[config.mk]
export PLATFORM = sky130hd
export DESIGN_NAME = alu_hs
export DESIGN_NICKNAME = d
export VERILOG_FILES = /design/src/rtl/alu_hs.sv
export SDC_FILE = /design/constraint.sdc
export NUM_CORES = 1
export LEC_CHECK = 0
export ABC_AREA = 1
export CAP_MARGIN = 20
export CORE_ASPECT_RATIO = 1.1
export CORE_UTILIZATION = 35
export CTS_BUF_LIST = sky130_fd_sc_hd__clkbuf_4 sky130_fd_sc_hd__clkbuf_8
export DETAILED_ROUTE_END_ITERATION = 8
export PLACE_DENSITY = 0.49
export SETUP_SLACK_MARGIN = 0.05
export SLEW_MARGIN = 10
export SYNTH_ARGS = -nofsm -noshare
export SYNTH_HDL_FRONTEND = slang
export SYNTH_SLANG_ARGS = --single-unit
[constraint.sdc]
create_clock -name clk -period 3.6 [get_ports clk]
set_clock_uncertainty 0.2 [all_clocks]
set_input_delay 0.54 -clock clk [delete_from_list [all_inputs] [get_ports clk]]
set_output_delay 0.54 -clock clk [all_outputs]
set_load 0.1 [all_outputs]
[src/rtl/alu_hs.sv]
// Handshaked EX-stage ALU. Single-cycle ops produce a result one cycle after accept.
// MUL runs a WIDTH-iteration shift-add multiplier and stalls the upstream stage while it runs.
module alu_hs #(
    parameter int WIDTH     = 32,
    parameter int TAG_WIDTH = 5,
    parameter int CNT_W     = $clog2(WIDTH)
) (
    input  logic                 clk,
    input  logic                 rst,
    input  logic                 in_valid,
    output logic                 in_ready,
    input  logic [2:0]           in_op,
    input  logic [WIDTH-1:0]     in_a,
    input  logic [WIDTH-1:0]     in_b,
    input  logic [TAG_WIDTH-1:0] in_tag,
    output logic                 out_valid,
    input  logic                 out_ready,
    output logic [WIDTH-1:0]     out_result,
    output logic [TAG_WIDTH-1:0] out_tag,
    output logic                 out_zero,
    output logic                 out_carry,
    output logic                 out_ovf,
    output logic                 busy
);
    localparam logic [2:0] OP_ADD  = 3'b000;
    localparam logic [2:0] OP_SUB  = 3'b001;
    localparam logic [2:0] OP_MUL  = 3'b010;
    localparam logic [2:0] OP_AND  = 3'b011;
    localparam logic [2:0] OP_OR   = 3'b100;
    localparam logic [2:0] OP_XOR  = 3'b101;
    localparam logic [2:0] OP_SLT  = 3'b110;
    localparam logic [2:0] OP_SLTU = 3'b111;

    typedef enum logic {IDLE, MUL} state_t;

    state_t                 state_reg;
    logic [WIDTH-1:0]       mcand_reg, mplier_reg, acc_reg;
    logic [CNT_W-1:0]       cnt_reg;
    logic [TAG_WIDTH-1:0]   mtag_reg;
    logic [WIDTH-1:0]       result_reg;
    logic [TAG_WIDTH-1:0]   tag_reg;
    logic                   valid_reg, zero_reg, carry_reg, ovf_reg, busy_reg;

    logic                   accept;
    logic                   is_sub;
    logic [WIDTH-1:0]       b_eff;
    logic [WIDTH:0]         sum;
    logic [WIDTH-1:0]       res_next;
    logic                   carry_next, ovf_next;
    logic [WIDTH-1:0]       acc_next;

    // Held low during reset so nothing upstream believes it was accepted.
    assign in_ready = rst && (state_reg == IDLE) && (!valid_reg || out_ready);
    assign accept   = in_valid && in_ready;

    assign is_sub = (in_op == OP_SUB);
    assign b_eff  = is_sub ? ~in_b : in_b;
    assign sum    = {1'b0, in_a} + {1'b0, b_eff} + {{WIDTH{1'b0}}, is_sub};

    always_comb begin
        res_next   = '0;
        carry_next = 1'b0;
        ovf_next   = 1'b0;
        case (in_op)
            OP_ADD, OP_SUB: begin
                res_next   = sum[WIDTH-1:0];
                // For SUB the adder carry is the inverse of the borrow.
                carry_next = is_sub ? ~sum[WIDTH] : sum[WIDTH];
                ovf_next   = (in_a[WIDTH-1] == b_eff[WIDTH-1]) &&
                             (sum[WIDTH-1] != in_a[WIDTH-1]);
            end
            OP_AND:  res_next = in_a & in_b;
            OP_OR:   res_next = in_a | in_b;
            OP_XOR:  res_next = in_a ^ in_b;
            OP_SLT:  res_next = {{(WIDTH-1){1'b0}}, ($signed(in_a) < $signed(in_b))};
            OP_SLTU: res_next = {{(WIDTH-1){1'b0}}, (in_a < in_b)};
            default: res_next = '0;
        endcase
    end

    assign acc_next = mplier_reg[0] ? (acc_reg + mcand_reg) : acc_reg;

    always_ff @(posedge clk) begin
        if (!rst) begin
            state_reg  <= IDLE;
            mcand_reg  <= '0;
            mplier_reg <= '0;
            acc_reg    <= '0;
            cnt_reg    <= '0;
            mtag_reg   <= '0;
            result_reg <= '0;
            tag_reg    <= '0;
            valid_reg  <= 1'b0;
            zero_reg   <= 1'b0;
            carry_reg  <= 1'b0;
            ovf_reg    <= 1'b0;
            busy_reg   <= 1'b0;
        end else begin
            case (state_reg)
                IDLE: begin
                    if (accept) begin
                        if (in_op == OP_MUL) begin
                            state_reg  <= MUL;
                            busy_reg   <= 1'b1;
                            mcand_reg  <= in_a;
                            mplier_reg <= in_b;
                            acc_reg    <= '0;
                            cnt_reg    <= '0;
                            mtag_reg   <= in_tag;
                            valid_reg  <= 1'b0;
                        end else begin
                            result_reg <= res_next;
                            zero_reg   <= (res_next == '0);
                            carry_reg  <= carry_next;
                            ovf_reg    <= ovf_next;
                            tag_reg    <= in_tag;
                            valid_reg  <= 1'b1;
                        end
                    end else if (valid_reg && out_ready) begin
                        valid_reg <= 1'b0;
                    end
                end
                MUL: begin
                    acc_reg    <= acc_next;
                    mcand_reg  <= mcand_reg << 1;
                    mplier_reg <= mplier_reg >> 1;
                    cnt_reg    <= cnt_reg + CNT_W'(1);
                    if (cnt_reg == CNT_W'(WIDTH-1)) begin
                        result_reg <= acc_next;
                        zero_reg   <= (acc_next == '0);
                        carry_reg  <= 1'b0;
                        ovf_reg    <= 1'b0;
                        tag_reg    <= mtag_reg;
                        valid_reg  <= 1'b1;
                        busy_reg   <= 1'b0;
                        state_reg  <= IDLE;
                    end
                end
                default: state_reg <= IDLE;
            endcase
        end
    end

    assign out_valid  = valid_reg;
    assign out_result = result_reg;
    assign out_tag    = tag_reg;
    assign out_zero   = zero_reg;
    assign out_carry  = carry_reg;
    assign out_ovf    = ovf_reg;
    assign busy       = busy_reg;
endmodule

; ---- After elaboration in Yosys (flattened, before gate mapping)
; Cells that the tools add are included.
; W data, S select, Z words.
[totals]
mem_bits_ro = 0
ram_bits = 0
latchBits = 0
out_inout_bits = 43
regBits = 149
memories = 0
[op_classes]
n_reduce_logical = 16
n_shift = 0
addsub = 4
magnitude_cmp = 2
div = 0
n_eq_ne = 15
bitwise_logic = 6
mul = 0
n_mux = 49
[ops]
columns = cell, n
row1 = $mux W32, 11
row2 = $pmux W32 S2, 4
row3 = $pmux W32 S6, 1
row4 = $logic_not A32 Y1, 2
row5 = $lt A32 B32 Y1, 2
row6 = $add A32 B32 Y33, 1
row7 = $add A33 B1 Y33, 1
row8 = $add A32 B32 Y32, 1
row9 = $and A32 B32 Y32, 1
row10 = $not A32 Y32, 1
row11 = $or A32 B32 Y32, 1
row12 = $xor A32 B32 Y32, 1
row13 = $mux W5, 5
row14 = $mux W1, 20
row15 = $pmux W5 S2, 2
row16 = $eq A3 B3 Y1 const B, 4
row17 = $pmux W1 S2, 6
row18 = $reduce_and A3 Y1, 3
row19 = $eq A3 B2 Y1 const B, 2
row20 = $add A5 B1 Y5 const B, 1
row21 = $eq A5 B5 Y1 const B, 1
row22 = $logic_and A1 B1 Y1, 5
row23 = $ne A2 B1 Y1 const B, 2
row24 = $ne A2 B2 Y1 const B, 2
row25 = 10 further kinds, 12

; ---- Longest topological paths before layout
[logic_depth]
word_depth = 10
mapped_depth = 25

; ---- Worst setup path before layout
; OpenSTA, ideal clock, no wires.
[synth_path]
path_type = register -> register
start = reg valid_reg (netlist: out_valid)
end = reg zero_reg (netlist: out_zero)
setup_slack_ns = -0.056
stages_incl_launch_ff = 11
required_ns = 3.291
setup_time_ns = 0.109
synth_period_minus_slack_ns = 3.656
t_arrival_ns = 3.347
cell_sequence = dfxtp_1 a211oi_2 nand2_1 nand2_1 o21ai_0 nor2_1 buf_2 buf_2 nand3_1 nand2_1 inv_1
[synth_between]
elab_chain_len = 6
[synth_rtl]
columns = element, line
row1 = "start, declared", 42  ; logic valid_reg, zero_reg, carry_reg, ovf_reg, busy_reg;
row2 = "start signal, assigned", 93  ; valid_reg <= 1'b0;
row3 = "start signal, assigned", 110  ; valid_reg <= 1'b0;
row4 = "start signal, assigned", 117  ; valid_reg <= 1'b1;
row5 = $logic_not A1 Y1, 53  ; assign in_ready = rst && (state_reg == IDLE) && (!valid_reg || out_ready);
row6 = $logic_or A1 B1 Y1, 53
row7 = $logic_and A1 B1 Y1, 53
row8 = net in_ready, 11  ; output logic in_ready,
row9 = $logic_and A1 B1 Y1, 54  ; assign accept = in_valid && in_ready;
row10 = $ne A2 B2 Y1 (no line), --
row11 = $reduce_and A3 Y1 (no line), --
row12 = "end signal, assigned", 113  ; zero_reg <= (res_next == '0);
row13 = "end signal, assigned", 130  ; zero_reg <= (acc_next == '0);
row14 = "end, declared", 42
; The timed path passes the listed nets, and every way through them passes these cells.
; A chain may end at the register's enable or synchronous reset.

; ---- Worst setup path in the final report
[layout_path]
start = in in_op[0]
end = reg zero_reg (netlist: out_zero)
[layout_between]
elab_chain_len = 9
elab_cells_between_ends = 19
classes_between = add/sub (2) / eq/ne (8) / mux (5) / reduce/logical (4)
[layout_rtl]
columns = element, line
row1 = "start, declared", 12  ; input logic [2:0] in_op,
row2 = $eq A3 B1 Y1, "56, 64"
row3 = $mux W32, 57  ; assign b_eff = is_sub ? ~in_b : in_b;
row4 = $add A32 B32 Y33, 58  ; assign sum = {1'b0, in_a} + {1'b0, b_eff} + {{WIDTH{1'b0}}, is_sub};
row5 = $add A33 B1 Y33, 58
row6 = $pmux W32 S6, 64  ; case (in_op)
row7 = $logic_not A32 Y1, 113
row8 = $mux W1, 102  ; if (in_op == OP_MUL) begin
row9 = $mux W1, 101  ; if (accept) begin
row10 = $pmux W1 S2, 99  ; case (state_reg)
; Parallel ways exist; a longest one is shown, timed or not. The select of a mux whose other input is x is not followed.

==> reports/metrics.yaml <==
status: "finished, final reports clean"
async_flop_share_pct: 0
wirelength_um: 55200
yosysTopAreaCell: "dfxtp_1"
ys_warn_count: 0
p_leak_uw: 0.00853
synth_area_per_cell_um2: 6.34
layout.nets: 2739
synth_nets: 2412
n_antenna_cell: 0
dp_cells: 2961
grt_max_degree: 79
critPathTopFamily: "simple AND/OR/NAND/NOR gates"
num_rows: 75
crit_path_max_incr_delay_ns: 0.33
cp_max_fo: 8
wire_per_inst_um: 18.4
fin_ws_ns: 0.329
drtIter0Drc: 769
drt-pass1-iter-count: 5
finalHoldViolCount: 0
syn_area_um2: 13700
worst_slew_pin_slew_ns: 1.11
fmax_mhz: 306
synthesis.instances: 2166
synth_top_area_share_pct: 21.7
dr_total_vias: 15377
synth_common_cells: "579 x nand2_1, 258 x inv_1, 172 x nor2_1, 168 x ha_1, 158 x a21oi_1"
fillers: 4146
viasPerCell: 5.12
cts_tree: "done"
power.density_nw_per_um2: 296
yosysMostFrequentCell: "nand2_1"
drive_above_1_share_pct: 16.1
cts_made_buffers: 17
htree_num_levels: 4
crit_chain: "dlymetal6s2s_1, nand3_4, clkbuf_16, xor2_1, ha_1, a21oi_1, a21boi_0, nand2_1, a21oi_1, nand3_1, nand2_1, nor2_1, nor2_1, nand4_1, nor2_1, nand3_1, nand3_1, nand2_1, inv_1"
ys_ff_latch: 149
rsz0062_at_grt: "no"
max_cap_viol_count: 0
cp.arrival_ns: 3.53
initial_core_util_pct: 35.8
place_ws_ns: -0.495
final_cells: 3005
cts_sinks: 149
antenna_left: 0
worstSetupStartpointType: "input pin"
port_buffers: 118
area_growth_pct: 30.8
route.detailed.drc: 0
path_class: "in -> reg"
slew_headroom_pct: 25.7
fin_crit_sh_pct: 90.9
vdd_ir_drop_max_mv: 0.256
fp.dieW_um: 191
synthFlopType: "dfxtp_1"
core_um2: 38400
cts_hold_buffers: 0
root_buffer: "clkbuf_8"
ff_latch_area_um2: 2990
die_y_um: 210
max-clock-path-buffers: 2
grt-ovfl-total: 0
end_kind: "flop"
synth.area.top_cells: "dfxtp_1 22%, nand2_1 16%, ha_1 15%"
hpwl_um: 44600
track_usage_pct: 27.6
slowest_stage: "ha_1"
finalMaxSlewViolations: 0
min_path_type: "reg -> reg"
seq_area_frac_synth_pct: 21.7
finalCriticalPeriod_ns: 3.27
grt_pass1_vias: 14812
crit_buf_inv: 3
grt_pass1_wl_um: 84000
synth_cell_type_count: 52
routabilityCongestion: 0.920
setup_viol: 0
clock_latency_ns: 0.52
antenna_found_initial: 0
synth_edf_count: 0
die_area_um2: 40000
multiInputGateArea_um2: 9630
clk_pin_slew_ns: 0.08
boundaryPins: 119
required_ns: 3.86
[through the flow]
stage               power [µW]  util (%)  hold slack, ns  setup TNS (ns)  instance area [µm²]
CTS                       5280      45.8           0.273               0                17600
finish                    5320      46.8           0.270               0                18000
floorplan                 2910         -           0.238               0                13700
global placement          3830      44.7           0.249           -5.88                17200
detailed placement        3830      44.7           0.258           -6.23                17200
global route              5600      46.8           0.285               0                18000
[where the power goes]
| group | leakage (µW) | internal, µW | switching (µW) |
|---|---|---|---|
| Combinational | 0.00713 | 841 | 1280 |
| Clock | 0.000196 | 661 | 767 |
| Sequential | 0.00121 | 1710 | 58.4 |
[cells by family after synthesis]
group | share of synthesized area, %
AOI/OAI and AO/OA | 17.9
DFF | 21.7
muxes | 0.0729
and+or+nand+nor | 32.6
xor gates and xnor gates | 2.23
buffers and inverters | 9.96
adders and majority gates | 15.6
[placed cells by master, fill, tap and decap left out, drive strengths merged, types with 4 or more instances in the layout]
master and count:
a221oi 23, o21ai 110, o211ai 10, a31oi 37, dfxtp 149, nand4 23
clkbuf 20, xor2 32, o21bai 17, a211oi 38, nor2 173, a21oi 158
or2 21, a22oi 12, ha 168, nor4 4, nor3 61, nand3 159
buf 274, inv 268, nand2 583, nand3b 21, clkdlybuf4s50 111
[final timing paths]
check,start,end,slack (ns),cells past startpoint
max,in_op[0],out_zero,0.33,19
min,mplier_reg[10],mplier_reg[10],0.27,2
max reg2reg,mcand_reg[15],out_zero,0.37,15
min reg2reg,mplier_reg[10],mplier_reg[10],0.27,2
[layer usage]
layer	share of wire [%]	track usage (%)	wire length (µm)
met5	0	0	0
met4	2.3	7.37	1250
met3	3.7	2.74	2020
met2	46	44.6	25200
met1	49	38.6	26800
[repair_timing]
item                                    4_1_cts  5_1_grt
gates cloned                                  0        2
pin swaps                                     0       25
endpoints found under the setup margin        1       13
resized for setup                             1       78
buffers inserted                              0       11
[final cells by class]
| cell class | instances | area share [%] |
|---|---|---|
| Sequential cell | 149 | 16.6 |
| Clock buffer | 19 | 1.46 |
| Inverter | 264 | 5.52 |
| Tap cell | 500 | 3.48 |
| Multi-Input combinational cell | 1672 | 53.6 |
| Timing Repair Buffer | 389 | 18.5 |
| Clock inverter | 12 | 0.801 |
[worst reg2reg max path, cell delays in order, from the launching register on]
cell and delay, ns:
dfxtp_1 0.35, ha_1 0.41, nand2_1 0.13, inv_1 0.07, nand2_1 0.12, nor3_1 0.47
nand3_1 0.28, nand4_1 0.16, nand3_1 0.10, nand2_1 0.11, nand3_1 0.09, nor3_1 0.27
nand4_1 0.22, nand3_1 0.13, nand2_1 0.06, inv_1 0.04
Power figures use the tool's default switching activity.
